**src/rtl/wresp_pkg.sv**
```systemverilog
// Shared definitions for the write-response ID tracker.
// Holds the FSM state encoding and the default parameter values used by
// wresp_id_tracker and its table sub-module.
package wresp_pkg;

  // FSM state codes
  typedef enum logic [1:0] {
    IDLE = 2'b00,
    BUSY = 2'b01,
    FULL = 2'b10,
    ERR  = 2'b11
  } wresp_state_t;

  localparam int DEFAULT_IDW   = 4;
  localparam int DEFAULT_DEPTH = 4;

endpackage

```
**src/rtl/wresp_id_table.sv**
```systemverilog
// Outstanding-write table: DEPTH entries of {valid, id}.
// Ports:
//   clk, rst               clock and asynchronous active-high reset
//   alloc_en, alloc_id     write alloc_id into the slot reported on alloc_idx
//   free_en, free_idx      invalidate slot free_idx
//   lookup_id              ID searched for among the valid entries
//   free_found, alloc_idx  lowest free slot (combinational)
//   match_found, match_idx lowest valid slot whose id equals lookup_id (combinational)
// Both encoders look only at the registered contents, so a slot freed in a cycle
// is not offered for allocation until the next one, and a same-cycle allocation
// is never seen by the lookup.
module wresp_id_table
  import wresp_pkg::*;
#(
  parameter int DEPTH = DEFAULT_DEPTH,
  parameter int IDW   = DEFAULT_IDW,
  localparam int IW   = $clog2(DEPTH)
) (
  input  logic           clk,
  input  logic           rst,
  input  logic           alloc_en,
  input  logic [IDW-1:0] alloc_id,
  input  logic           free_en,
  input  logic [IW-1:0]  free_idx,
  input  logic [IDW-1:0] lookup_id,
  output logic           free_found,
  output logic [IW-1:0]  alloc_idx,
  output logic           match_found,
  output logic [IW-1:0]  match_idx
);

  logic [DEPTH-1:0] valid_q;
  logic [IDW-1:0]   id_q [DEPTH];

  // Priority encoders; scanning from the top down leaves the lowest hit last.
  always_comb begin
    free_found  = 1'b0;
    alloc_idx   = '0;
    match_found = 1'b0;
    match_idx   = '0;
    for (int i = DEPTH - 1; i >= 0; i--) begin
      if (!valid_q[i]) begin
        free_found = 1'b1;
        alloc_idx  = IW'(i);
      end
      if (valid_q[i] && (id_q[i] == lookup_id)) begin
        match_found = 1'b1;
        match_idx   = IW'(i);
      end
    end
  end

  // Allocation and free always target different slots (free vs. valid), so
  // both may happen on the same edge.
  always_ff @(posedge clk or posedge rst) begin
    if (rst) begin
      valid_q <= '0;
      for (int i = 0; i < DEPTH; i++) begin
        id_q[i] <= '0;
      end
    end else begin
      if (free_en) begin
        valid_q[free_idx] <= 1'b0;
      end
      if (alloc_en) begin
        valid_q[alloc_idx] <= 1'b1;
        id_q[alloc_idx]    <= alloc_id;
      end
    end
  end

endmodule

```
**src/rtl/wresp_id_tracker.sv**
```systemverilog
// Tracks outstanding AXI writes between the write-data manager and the B channel.
// Ports:
//   clk, rst                  clock and asynchronous active-high reset
//   finish_wd, finish_id      log a completed write-data burst
//   issue_ready               a finish_wd would be accepted this cycle
//   bvalid, bready, bid,bcomp B channel (this block owns bready)
//   finish_wresp, _id         registered pulse for a matched response
//   wresp_err                 registered pulse: error response, unknown bid, or overflow
//   err_sticky, err_clr       latched error and its clear
//   outstanding               number of valid table entries
module wresp_id_tracker
  import wresp_pkg::*;
#(
  parameter int DEPTH = DEFAULT_DEPTH,
  parameter int IDW   = DEFAULT_IDW,
  localparam int IW   = $clog2(DEPTH),
  localparam int CW   = $clog2(DEPTH + 1)
) (
  input  logic           clk,
  input  logic           rst,
  input  logic           finish_wd,
  input  logic [IDW-1:0] finish_id,
  output logic           issue_ready,
  input  logic           bvalid,
  output logic           bready,
  input  logic [IDW-1:0] bid,
  input  logic           bcomp,
  output logic           finish_wresp,
  output logic [IDW-1:0] finish_wresp_id,
  output logic           wresp_err,
  output logic           err_sticky,
  input  logic           err_clr,
  output logic [CW-1:0]  outstanding
);

  wresp_state_t   state_q, state_d;
  logic [CW-1:0]  cnt_q, cnt_d;
  logic           err_q, err_d;
  logic           live_q;
  logic           resp_q, resp_err_q;
  logic [IDW-1:0] resp_id_q;

  logic           free_found, match_found;
  logic [IW-1:0]  alloc_idx, match_idx;
  logic           accept, drop, hs, hit, miss, new_err;

  // live_q keeps issue_ready low while reset is asserted and goes high on the
  // first edge after release, so issue_ready comes only from registers.
  assign issue_ready = live_q && ((state_q == IDLE) || (state_q == BUSY));
  assign bready      = (state_q != IDLE);

  assign accept  = finish_wd && issue_ready && free_found;
  assign drop    = finish_wd && !accept;
  assign hs      = bvalid && bready;
  assign hit     = hs && match_found;
  assign miss    = hs && !match_found;
  assign new_err = drop || miss;

  wresp_id_table #(
    .DEPTH(DEPTH),
    .IDW  (IDW)
  ) u_table (
    .clk        (clk),
    .rst        (rst),
    .alloc_en   (accept),
    .alloc_id   (finish_id),
    .free_en    (hit),
    .free_idx   (match_idx),
    .lookup_id  (bid),
    .free_found (free_found),
    .alloc_idx  (alloc_idx),
    .match_found(match_found),
    .match_idx  (match_idx)
  );

  // Counter and sticky-error next values; a new error beats err_clr.
  always_comb begin
    cnt_d = cnt_q;
    if (accept && !hit) begin
      cnt_d = cnt_q + CW'(1);
    end else if (hit && !accept) begin
      cnt_d = cnt_q - CW'(1);
    end
    err_d = err_q;
    if (new_err) begin
      err_d = 1'b1;
    end else if (err_clr) begin
      err_d = 1'b0;
    end
  end

  // Next state: outside ERR, and when leaving it, the state follows the
  // next occupancy value.
  always_comb begin
    state_d = state_q;
    if (new_err) begin
      state_d = ERR;
    end else if ((state_q != ERR) || err_clr) begin
      if (cnt_d == '0) begin
        state_d = IDLE;
      end else if (cnt_d == CW'(DEPTH)) begin
        state_d = FULL;
      end else begin
        state_d = BUSY;
      end
    end
  end

  always_ff @(posedge clk or posedge rst) begin
    if (rst) begin
      state_q    <= IDLE;
      cnt_q      <= '0;
      err_q      <= 1'b0;
      live_q     <= 1'b0;
      resp_q     <= 1'b0;
      resp_id_q  <= '0;
      resp_err_q <= 1'b0;
    end else begin
      state_q    <= state_d;
      cnt_q      <= cnt_d;
      err_q      <= err_d;
      live_q     <= 1'b1;
      resp_q     <= hit;
      resp_id_q  <= hit ? bid : '0;
      resp_err_q <= new_err || (hit && !bcomp);
    end
  end

  assign finish_wresp    = resp_q;
  assign finish_wresp_id = resp_id_q;
  assign wresp_err       = resp_err_q;
  assign err_sticky      = err_q;
  assign outstanding     = cnt_q;

endmodule

```
**config.mk**
```make
export PLATFORM = sky130hd
export DESIGN_NAME = wresp_id_tracker
export DESIGN_NICKNAME = d
export VERILOG_FILES = /design/src/rtl/wresp_pkg.sv /design/src/rtl/wresp_id_table.sv /design/src/rtl/wresp_id_tracker.sv
export SDC_FILE = /design/constraint.sdc
export NUM_CORES = 1
export LEC_CHECK = 0
export BUFFER_PORTS_ARGS = -buffer_cell sky130_fd_sc_hd__clkbuf_2
export CORE_ASPECT_RATIO = 1.2
export CORE_MARGIN = 2
export CORE_UTILIZATION = 40
export CTS_BUF_LIST = sky130_fd_sc_hd__clkbuf_16
export DETAILED_ROUTE_END_ITERATION = 16
export GPL_TIMING_DRIVEN = 0
export PLACE_DENSITY = 0.68
export SKIP_LAST_GASP = 1
export SYNTH_ARGS = -nofsm -noshare
export SYNTH_HDL_FRONTEND = slang
export SYNTH_SLANG_ARGS = --single-unit
```
**constraint.sdc**
```tcl
create_clock -name clk -period 2.7 [get_ports clk]
set_input_delay 0 -clock clk [delete_from_list [all_inputs] [get_ports clk]]
set_output_delay 0 -clock clk [all_outputs]
set_load 0.05 [all_outputs]
```
==> impl_metrics.py, run 1 <==
metrics = {
    "setup_path": {
        "path_delay_family": "simple AND/OR/NAND/NOR gates",
        "start_kind": "register",
        "cp.arrival_ns": 2.41,
        "critPathSlowestCell": "nor3b_1",
        "cp_max_fo": 5,
        "required_ns": 2.85,
        "cpPeakStageDelay_ns": 0.70,
        "path_cells": "nor2b_1 > and3_1 > nand2_1 > nor3b_1 > mux2_2",
        "crit_path_end_kind": "register",
        "critical_path_buf_inv_count": 0,
        "worstSetupPathType": "reg -> reg",
    },
    "timing": {
        "fin_crit_sh": 0.835,
        "slew_headroom": 0.455,
        "tns_ns": 0,
        "setup_viol": 0,
        "max_freq_ghz": 0.443,
        "rsz0062_at_grt": "no",
        "hold_violations": 0,
        "fin_worst_skew_ns": 0.00459,
        "worst_slew_pin_slew_ns": 0.815,
        "slew_violations": 0,
        "hold_slack_ns": 0.0173,
        "post-route-min-period_ns": 2.26,
    },
    "placement": {
        "place_area_mm2": 0.00183,
        "gp_congestion": 0.794,
        "placed_cells": 224,
        "hpwl_um": 2390,
        "portBuffers": 22,
    },
    "synth": {
        "async_flop_share": 1.00,
        "synthTopCellsByArea": "dfrtp_1 50%, mux2_2 10%, xor2_1 6.3%",
        "synth_ff_type": "dfrtp_1",
        "synth_edf_count": 0,
        "syn_area_mm2": 0.00166,
        "ys_types": 40,
        "synth.most_common_cell": "dfrtp_1",
        "synth_common_cells": "33 x dfrtp_1, 15 x mux2_2, 15 x nand2_1, 12 x xor2_1, 10 x inv_1",
        "synth_area_per_cell_um2": 11.2,
        "yosys.area.top_type": "dfrtp_1",
        "seq_area_frac_synth": 0.499,
        "syn_nets": 164,
        "yosys_register_bits": 33,
        "synthCells": 148,
        "yosysWarnings": 0,
        "yosysTopAreaCellShare": 0.499,
    },
    "clock_tree": {
        "clk_pin_slew_worst_paths_ns": 0.05,
        "clk_path_buf_depth": 2,
        "worstSkewPairLatency_ns": 0.27,
        "cts_max_level": 2,
        "cts_tree": "built",
        "clock-sinks": 33,
        "root_buffer": "clkbuf_16",
        "cts_buffers": 5,
        "cts_resized": 0,
    },
    "status": {
        "status": "completed",
    },
    "routing": {
        "ant_nets": 0,
        "routed_wl_um": 3120,
        "drc_errors": 0,
        "viasPerCell": 4.85,
        "firstDrtPassIters": 4,
        "drtIter0Drc": 40,
        "wire_per_inst_um": 13.3,
        "vias": 1140,
    },
    "power_and_ir_drop": {
        "power_leakage_nw": 0.988,
        "total_power_w": 0.00182,
        "p_per_area_mw_per_mm2": 899,
        "peakVddDrop_mv": 0.466,
    },
    "global_routing": {
        "grt_max_degree": 34,
        "antenna_found_initial": 0,
        "grt_pass1_vias": 1158,
        "grt_first_pass_wirelength_um": 5280,
        "grt_usage": 0.156,
        "grt_overflow": 0,
    },
    "floorplan": {
        "coreArea_mm2": 0.00397,
        "rows": 25,
        "dieArea_mm2": 0.00467,
        "fp.dieH_um": 74.5,
        "start_util": 0.417,
        "ioPinCount": 26,
        "die_x_um": 62.7,
    },
    "min_path": {
        "hold_class": "in -> reg",
    },
    "layout": {
        "drive_above_1_share": 0.298,
        "area_delta_synth_final_pct": 22.2,
        "n_fill_cell": 366,
        "fin_cells": 235,
        "post-route-cell-area_mm2": 0.00202,
        "fin_nets": 197,
        "n_antenna_cell": 0,
    },
    "run": {
        "cap_violations": 0,
    },
}
layout by cell type, fill, tap and decap left out, types with 3 or more instances in the layout:
master	count
a21o_1	3
and2_1	5
buf_2	3
clkbuf_16	5
clkbuf_2	22
dfrtp_1	33
dlygate4sd3_1	3
inv_1	11
mux2_2	15
nand2_1	15
nand2b_1	4
nor3_1	3
o21ai_0	3
or2_2	3
xnor2_1	4
xor2_1	12
registers in the layout (all words and copies together) (netlist names):
name / count
err_sticky: 1
finish_wresp: 1
finish_wresp_id: 4
live_q: 1
outstanding: 3
state_q: 2
u_table.id_q: 16
u_table.valid_q: 4
wresp_err: 1
worst reg2reg max path: cells and delay by family (launching register included):
kind | cells | cell delay [ns]
simple gates | 4 | 1.33
flops | 1 | 0.39
mux | 1 | 0.41
layer usage:
metal / share of wire / up-vias / global-route usage
li1: - / 561 / -
met1: 0.40 / 552 / 0.158
met2: 0.55 / 22 / 0.290
met3: 0.034 / 5 / 0.0499
met4: 0.020 / 0 / 0.0815
met5: 0 / - / 0
area by class of cell:
cell class,instances,area [um2],share of cell area
plain buffers,6,33.8,0.0167
repair buffers,26,168,0.0829
multi-input cells,99,758,0.375
clock inverters,2,7.51,0.00371
inverters,10,37.5,0.0186
flip-flops and latches,33,826,0.408
clock buffers,5,125,0.0618
well taps,54,67.6,0.0334
metrics by stage:
| stage | util | setup slack, ns |
|---|---|---|
| after floorplan | - | 0.174 |
| after global placement | 0.461 | 0.471 |
| after detailed placement | 0.461 | 0.410 |
| after CTS | 0.500 | 0.406 |
| after global routing | 0.509 | 0.238 |
| final | 0.509 | 0.445 |
power breakdown:
part | internal [W] | switching, W | leakage [nW]
Sequential | 0.000632 | 0.000117 | 0.421
Combinational | 0.000232 | 0.000327 | 0.499
Clock | 0.000328 | 0.000184 | 0.0685
path summary, 6_finish.rpt:
kind / slack [ns] / end / depth (start not counted) / from
min in group asynchronous: 0.29 / u_table.id_q[13]$_DFFE_PP0P_ / 3 / rst
hold / removal: 0.02 / u_table.id_q[4]$_DFFE_PP0P_ / 2 / finish_id[0]
setup / recovery: 0.44 / u_table.id_q[7]$_DFFE_PP0P_ / 5 / state_q[1]$_DFFE_PP0P_
hold reg to reg: 0.50 / outstanding[2]$_DFF_PP0_ / 1 / outstanding[2]$_DFF_PP0_
setup reg to reg: 0.44 / u_table.id_q[7]$_DFFE_PP0P_ / 5 / state_q[1]$_DFFE_PP0P_
max in group asynchronous: 1.92 / u_table.id_q[0]$_DFFE_PP0P_ / 4 / rst
cells by family (layout without fill, tap and decap cells):
family	Yosys count	count (layout)	share of synthesized area
muxes	16	16	0.108
AOI/OAI and AO/OA	16	16	0.0839
buffers and inverters	16	49	0.0431
xor gates and xnor gates	16	16	0.0847
adders and majority gates	4	4	0.0272
DFF	33	33	0.499
and+or+nand+nor	46	46	0.152
other	1	1	0.00227
repair_timing:
action | in CTS | in global routing
hold buffers | 2 | 1
setup buffers | 0 | 0
hold endpoints to repair | 2 | 11
Note: power is estimated with default switching activity, not from simulation.
==> run 2: changes to the inputs <==
--- a/config.mk
+++ b/config.mk
@@ -12,7 +12,7 @@
 export CTS_BUF_LIST = sky130_fd_sc_hd__clkbuf_16
 export DETAILED_ROUTE_END_ITERATION = 16
 export GPL_TIMING_DRIVEN = 0
-export PLACE_DENSITY = 0.68
+export PLACE_DENSITY = 0.7
 export SKIP_LAST_GASP = 1
 export SYNTH_ARGS = -nofsm -noshare
 export SYNTH_HDL_FRONTEND = slang
==> constraint.sdc (replaced) <==
create_clock -name clk -period 2 [get_ports clk]
set_input_delay 0 -clock clk [delete_from_list [all_inputs] [get_ports clk]]
set_output_delay 0 -clock clk [all_outputs]
set_load 0.05 [all_outputs]
==> run 2 against run 1 <==
Against the previous run: the flow now finishes with violations (setup timing); non-clock buffer count increased by 13; die area stayed put; final cell count increased by 6.0%; register-to-register slack lost 0.58 ns; sequential power increased by 36%; worst setup slack got worse by 0.58 ns; critical path type unchanged; highest routed layer unchanged.
==> impl_metrics.py, run 2 (same netlist as run 1, synthesis figures left out) <==
metrics = {
    "placement": {
        "post-place-ws_ns": -0.183,
        "gp_congestion": 0.754,
        "portBuffers": 22,
        "hpwl_um": 2430,
        "place_area_mm2": 0.00185,
    },
    "power_and_ir_drop": {
        "power_leakage_nw": 1.08,
        "p_clk_frac": 0.267,
        "pwr-share-seq": 0.384,
        "p_per_area_mw_per_mm2": 1210,
        "total_power_w": 0.00266,
        "p_comb_frac": 0.350,
        "switching_share": 0.351,
        "peakVddDrop_mv": 0.648,
        "net-switching-power_w": 0.000935,
        "p_int_w": 0.00173,
    },
    "routing": {
        "wire_per_inst_um": 14.6,
        "drc_errors": 0,
        "drtIter0Drc": 24,
        "vias": 1229,
        "firstDrtPassIters": 4,
        "routed_wl_um": 3650,
        "viasPerCell": 4.94,
        "ant_nets": 0,
    },
    "timing": {
        "slew_violations": 0,
        "hold_violations": 0,
        "slew_headroom": 0.658,
        "tns_ns": -0.519,
        "setup_viol": 5,
        "fin_worst_skew_ns": 0.00500,
        "worst_slack_ns": -0.132,
        "max_freq_ghz": 0.469,
        "worst_slew_pin_slew_ns": 0.511,
        "fin_crit_sh": 1.07,
        "rsz0062_at_grt": "yes",
        "post-route-min-period_ns": 2.13,
    },
    "global_routing": {
        "grt_max_degree": 34,
        "grt_usage": 0.176,
        "grt_first_pass_wirelength_um": 6090,
        "antenna_found_initial": 0,
        "grt_pass1_vias": 1341,
        "grt_overflow": 0,
    },
    "setup_path": {
        "r2r-start": "u_table.id_q[9]$_DFFE_PP0P_",
        "cp_max_fo": 6,
        "reg2regPathDepth": 8,
        "cp.arrival_ns": 2.35,
        "timing.reg2reg.setup_slack_ns": -0.13,
        "crit_path_end_kind": "register",
        "crit_path_start": "u_table.id_q[9]$_DFFE_PP0P_",
        "crit_end": "state_q[1]$_DFFE_PP0P_",
        "start_kind": "register",
        "worstSetupPathType": "reg -> reg",
        "r2r-end": "state_q[1]$_DFFE_PP0P_",
        "required_ns": 2.22,
    },
    "layout": {
        "largest_reg_flops": 16,
        "area_delta_synth_final_pct": 32.5,
        "fin_nets": 210,
        "top_register": "u_table.id_q",
        "mostFrequentLayoutCells": "33 x dfrtp_1, 22 x clkbuf_2, 15 x nand2_1, 15 x mux2_2, 13 x buf_4",
        "post-route-cell-area_mm2": 0.00219,
        "final_common_cell": "dfrtp_1",
        "n_antenna_cell": 0,
        "drive_above_1_share": 0.426,
    },
    "floorplan": {
        "ioPinCount": 26,
        "rows": 25,
        "coreArea_mm2": 0.00397,
        "fp.dieH_um": 74.5,
        "die_x_um": 62.7,
        "start_util": 0.417,
        "dieArea_mm2": 0.00467,
    },
    "clock_tree": {
        "cts_buffers": 5,
        "cts_max_level": 2,
        "clk_pin_slew_worst_paths_ns": 0.05,
        "clk_path_buf_depth": 2,
        "worstSkewPairLatency_ns": 0.28,
        "root_buffer": "clkbuf_16",
        "clock-sinks": 33,
        "cts_tree": "built",
    },
    "run": {
        "cap_violations": 0,
    },
    "status": {
        "status": "complete, but fails checks",
        "violations": "setup timing",
    },
    "min_path": {
        "hold_class": "in -> reg",
    },
}
run 2: changes by cell type in the layout (fill, tap and decap cells not counted), sizes merged:
cell	delta
buf	+13
clkinv	+3
inv	-2
run 2: area by class of cell:
type                    instances  area [um2]
plain buffers                   6        33.8
repair buffers                 39         265
clock inverters                 3        12.5
fillers                       357        1780
well taps                      54        67.6
clock buffers                   5         125
flip-flops and latches         33         826
multi-input cells              99         826
inverters                      10        37.5
run 2: worst max-delay path, cell delays in order (launching register included):
cell and delay [ns]:
dfrtp_1 0.38, xor2_1 0.17, nor4_2 0.36, and2_4 0.21, o41a_1 0.21, buf_6 0.15, mux2i_2 0.23, xor2_1 0.22
a21o_1 0.14
run 2: per-stage QoR:
step	hold WS, ns	cells	utilization
after floorplan	0.0964	148	-
after global placement	0.206	224	0.465
after detailed placement	0.212	224	0.465
after CTS	0.00815	245	0.532
after global routing	0.0153	249	0.552
final	0.00726	249	0.552
run 2: what timing repair did:
action                                  4_1_cts  5_1_grt
pin swaps                                     6        9
endpoints found under the hold margin         2       11
hold buffers                                  2        1
resized for setup                             5        9
endpoints found under the setup margin        8        6
buffers inserted                             11        3
run 2: power groups by stage:
stage	Combinational (W)	Sequential, W	Clock [W]
5_1_grt	0.00101	0.00105	0.000770
3_5_place_dp	0.000755	0.00102	0
6_report	0.000930	0.00102	0.000710
2_1_floorplan	0.000455	0.00114	0
4_1_cts	0.000853	0.00101	0.000727
3_3_place_gp	0.000730	0.00101	0
run 2: layer usage:
metal | vias up | track usage | routed length (um)
li1 | 589 | - | -
met1 | 598 | 0.163 | 1300
met2 | 30 | 0.344 | 2080
met3 | 12 | 0.0545 | 146
met4 | 0 | 0.106 | 120
met5 | - | 0 | 0
run 2: worst min-delay path by stage:
stage	start	end	slack, ns	depth (start not counted)
6_report	finish_id[3]	u_table.id_q[15]$_DFFE_PP0P_	0.007	3
5_1_grt	finish_id[2]	u_table.id_q[2]$_DFFE_PP0P_	0.02	2
4_1_cts	finish_id[3]	u_table.id_q[15]$_DFFE_PP0P_	0.008	3
3_3_place_gp	err_clr	err_sticky$_DFFE_PP0P_	0.21	2
3_5_place_dp	err_clr	err_sticky$_DFFE_PP0P_	0.21	2
2_1_floorplan	err_clr	err_sticky$_DFFE_PP0P_	0.1	1
==> run 3: changes to the inputs <==
--- a/config.mk
+++ b/config.mk
@@ -12,7 +12,6 @@
 export CTS_BUF_LIST = sky130_fd_sc_hd__clkbuf_16
 export DETAILED_ROUTE_END_ITERATION = 16
 export GPL_TIMING_DRIVEN = 0
-export PLACE_DENSITY = 0.7
 export SKIP_LAST_GASP = 1
 export SYNTH_ARGS = -nofsm -noshare
 export SYNTH_HDL_FRONTEND = slang
==> run 3 against run 2 <==
Against the previous run: routed wire length decreased by 7.6%; the flow still finishes with violations (setup timing); combinational power decreased by 7.8%; critical path depth is 1 lower; total power shrank 2.3%; fmax up 2.8%; clock power increased by 2%; hold slack got worse by 0.0043 ns; core utilization decreased by 1.4 points; worst setup slack better by 0.057 ns; global-route usage down 1.1 points; clock skew rose by 0.00057 ns; die area unchanged.
==> impl_metrics.py, run 3 (same netlist as run 1, synthesis figures left out) <==
metrics = {
    "layout": {
        "drive_above_1_share": 0.394,
        "largest_reg_flops": 16,
        "top_register": "u_table.id_q",
        "final_common_cell": "dfrtp_1",
        "final_util": 0.538,
        "mostFrequentLayoutCells": "33 x dfrtp_1, 22 x clkbuf_2, 15 x nand2_1, 15 x mux2_2, 11 x xor2_1",
        "area_delta_synth_final_pct": 29.1,
        "n_antenna_cell": 0,
        "fin_nets": 203,
    },
    "setup_path": {
        "cpPeakStageDelay_ns": 0.48,
        "crit_path_start": "u_table.id_q[5]$_DFFE_PP0P_",
        "crit_end": "state_q[1]$_DFFE_PP0P_",
        "worstSetupPathType": "reg -> reg",
        "timing.reg2reg.setup_slack_ns": -0.07,
        "critical_path_buf_inv_count": 0,
        "crit_path_end_kind": "register",
        "r2r-end": "state_q[1]$_DFFE_PP0P_",
        "cp.arrival_ns": 2.28,
        "cp_max_fo": 3,
        "required_ns": 2.21,
        "path_cells": "xnor2_1 > and2_4 > and2_4 > o41a_1 > or4_4 > o311ai_2 > a21o_1",
        "r2r-start": "u_table.id_q[5]$_DFFE_PP0P_",
        "start_kind": "register",
        "reg2regPathDepth": 7,
        "path_delay_family": "simple AND/OR/NAND/NOR gates",
        "critical_path_cell_count": 7,
        "critPathSlowestCell": "o41a_1",
        "crit_top_cell": "and2_4",
    },
    "floorplan": {
        "fp.dieH_um": 74.5,
        "start_util": 0.417,
        "dieArea_mm2": 0.00467,
        "rows": 25,
        "die_x_um": 62.7,
        "coreArea_mm2": 0.00397,
        "ioPinCount": 26,
    },
    "clock_tree": {
        "cts_tree": "built",
        "clock-sinks": 33,
        "cts_buffers": 5,
        "clk_pin_slew_worst_paths_ns": 0.05,
        "clk_path_buf_depth": 2,
        "root_buffer": "clkbuf_16",
        "cts_max_level": 2,
        "worstSkewPairLatency_ns": 0.27,
    },
    "power_and_ir_drop": {
        "power_leakage_nw": 1.03,
        "peakVddDrop_mv": 0.700,
        "p_per_area_mw_per_mm2": 1220,
        "total_power_w": 0.00260,
    },
    "status": {
        "status": "complete, but fails checks",
        "violations": "setup timing",
    },
    "run": {
        "cap_violations": 0,
    },
    "routing": {
        "wire_per_inst_um": 13.9,
        "drc_errors": 0,
        "viasPerCell": 4.79,
        "firstDrtPassIters": 4,
        "drtIter0Drc": 48,
        "vias": 1160,
        "routed_wl_um": 3370,
        "ant_nets": 0,
    },
    "timing": {
        "fin_worst_skew_ns": 0.00557,
        "hold_violations": 0,
        "hold_slack_ns": 0.00294,
        "slew_violations": 0,
        "rsz0062_at_grt": "yes",
        "worst_slack_ns": -0.0745,
        "setup_viol": 4,
        "fin_crit_sh": 1.04,
        "post-route-min-period_ns": 2.07,
        "max_freq_ghz": 0.482,
    },
    "placement": {
        "gp_congestion": 0.771,
        "hpwl_um": 2460,
        "post-place-ws_ns": -0.228,
        "portBuffers": 22,
    },
    "global_routing": {
        "grt_overflow": 0,
        "antenna_found_initial": 0,
        "grt_pass1_vias": 1266,
        "grt_usage": 0.165,
        "grt_max_degree": 34,
        "grt_first_pass_wirelength_um": 5730,
    },
    "min_path": {
        "hold_class": "in -> reg",
        "min_from": "finish_id[2]",
    },
}
-- run 3: how the worst min path moves through the flow --
stage                                         endpoint  slack [ns]  cells past startpoint
final                      u_table.id_q[6]$_DFFE_PP0P_       0.003                      2
after global routing      u_table.id_q[10]$_DFFE_PP0P_      0.0002                      2
after CTS                 u_table.id_q[10]$_DFFE_PP0P_       0.004                      2
after detailed placement        err_sticky$_DFFE_PP0P_        0.22                      2
after global placement          err_sticky$_DFFE_PP0P_        0.21                      2
after floorplan                 err_sticky$_DFFE_PP0P_         0.1                      1
-- run 3: final cells by class --
cell class | instances | area [um2]
Inverter | 10 | 37.5
Timing Repair Buffer | 32 | 205
Buffer | 6 | 33.8
Clock buffer | 5 | 125
Multi-Input combinational cell | 99 | 825
Fill cell | 365 | 1840
Clock inverter | 3 | 17.5
Sequential cell | 33 | 826
Tap cell | 54 | 67.6
-- run 3: timing repair --
item / 4_1_cts / 5_1_grt
hold buffers: 2 / 1
hold endpoints to repair: 2 / 33
pin swaps: 6 / 6
buffers inserted: 5 / 1
gates resized for setup: 5 / 5
setup endpoints to repair: 8 / 7
-- run 3: metal layers --
layer / share of wire / track usage / vias up
li1: - / - / 575
met1: 0.41 / 0.177 / 555
met2: 0.54 / 0.311 / 25
met3: 0.029 / 0.0408 / 5
met4: 0.020 / 0.0765 / 0
met5: 0 / 0 / -
-- run 3: power by group --
group	switching [W]	internal [W]	total, W
clock network	0.000268	0.000455	0.000723
logic	0.000477	0.000380	0.000857
registers	0.000167	0.000852	0.00102
total	0.000912	0.00169	0.00260
-- run 3: through the flow --
stage	cells	setup TNS, ns	instance area [um2]
detailed placement	224	-0.642	1850
finish	242	-0.204	2140
global placement	224	-0.370	1850
global route	242	-0.782	2140
floorplan	148	0	1670
CTS	239	-0.283	2070
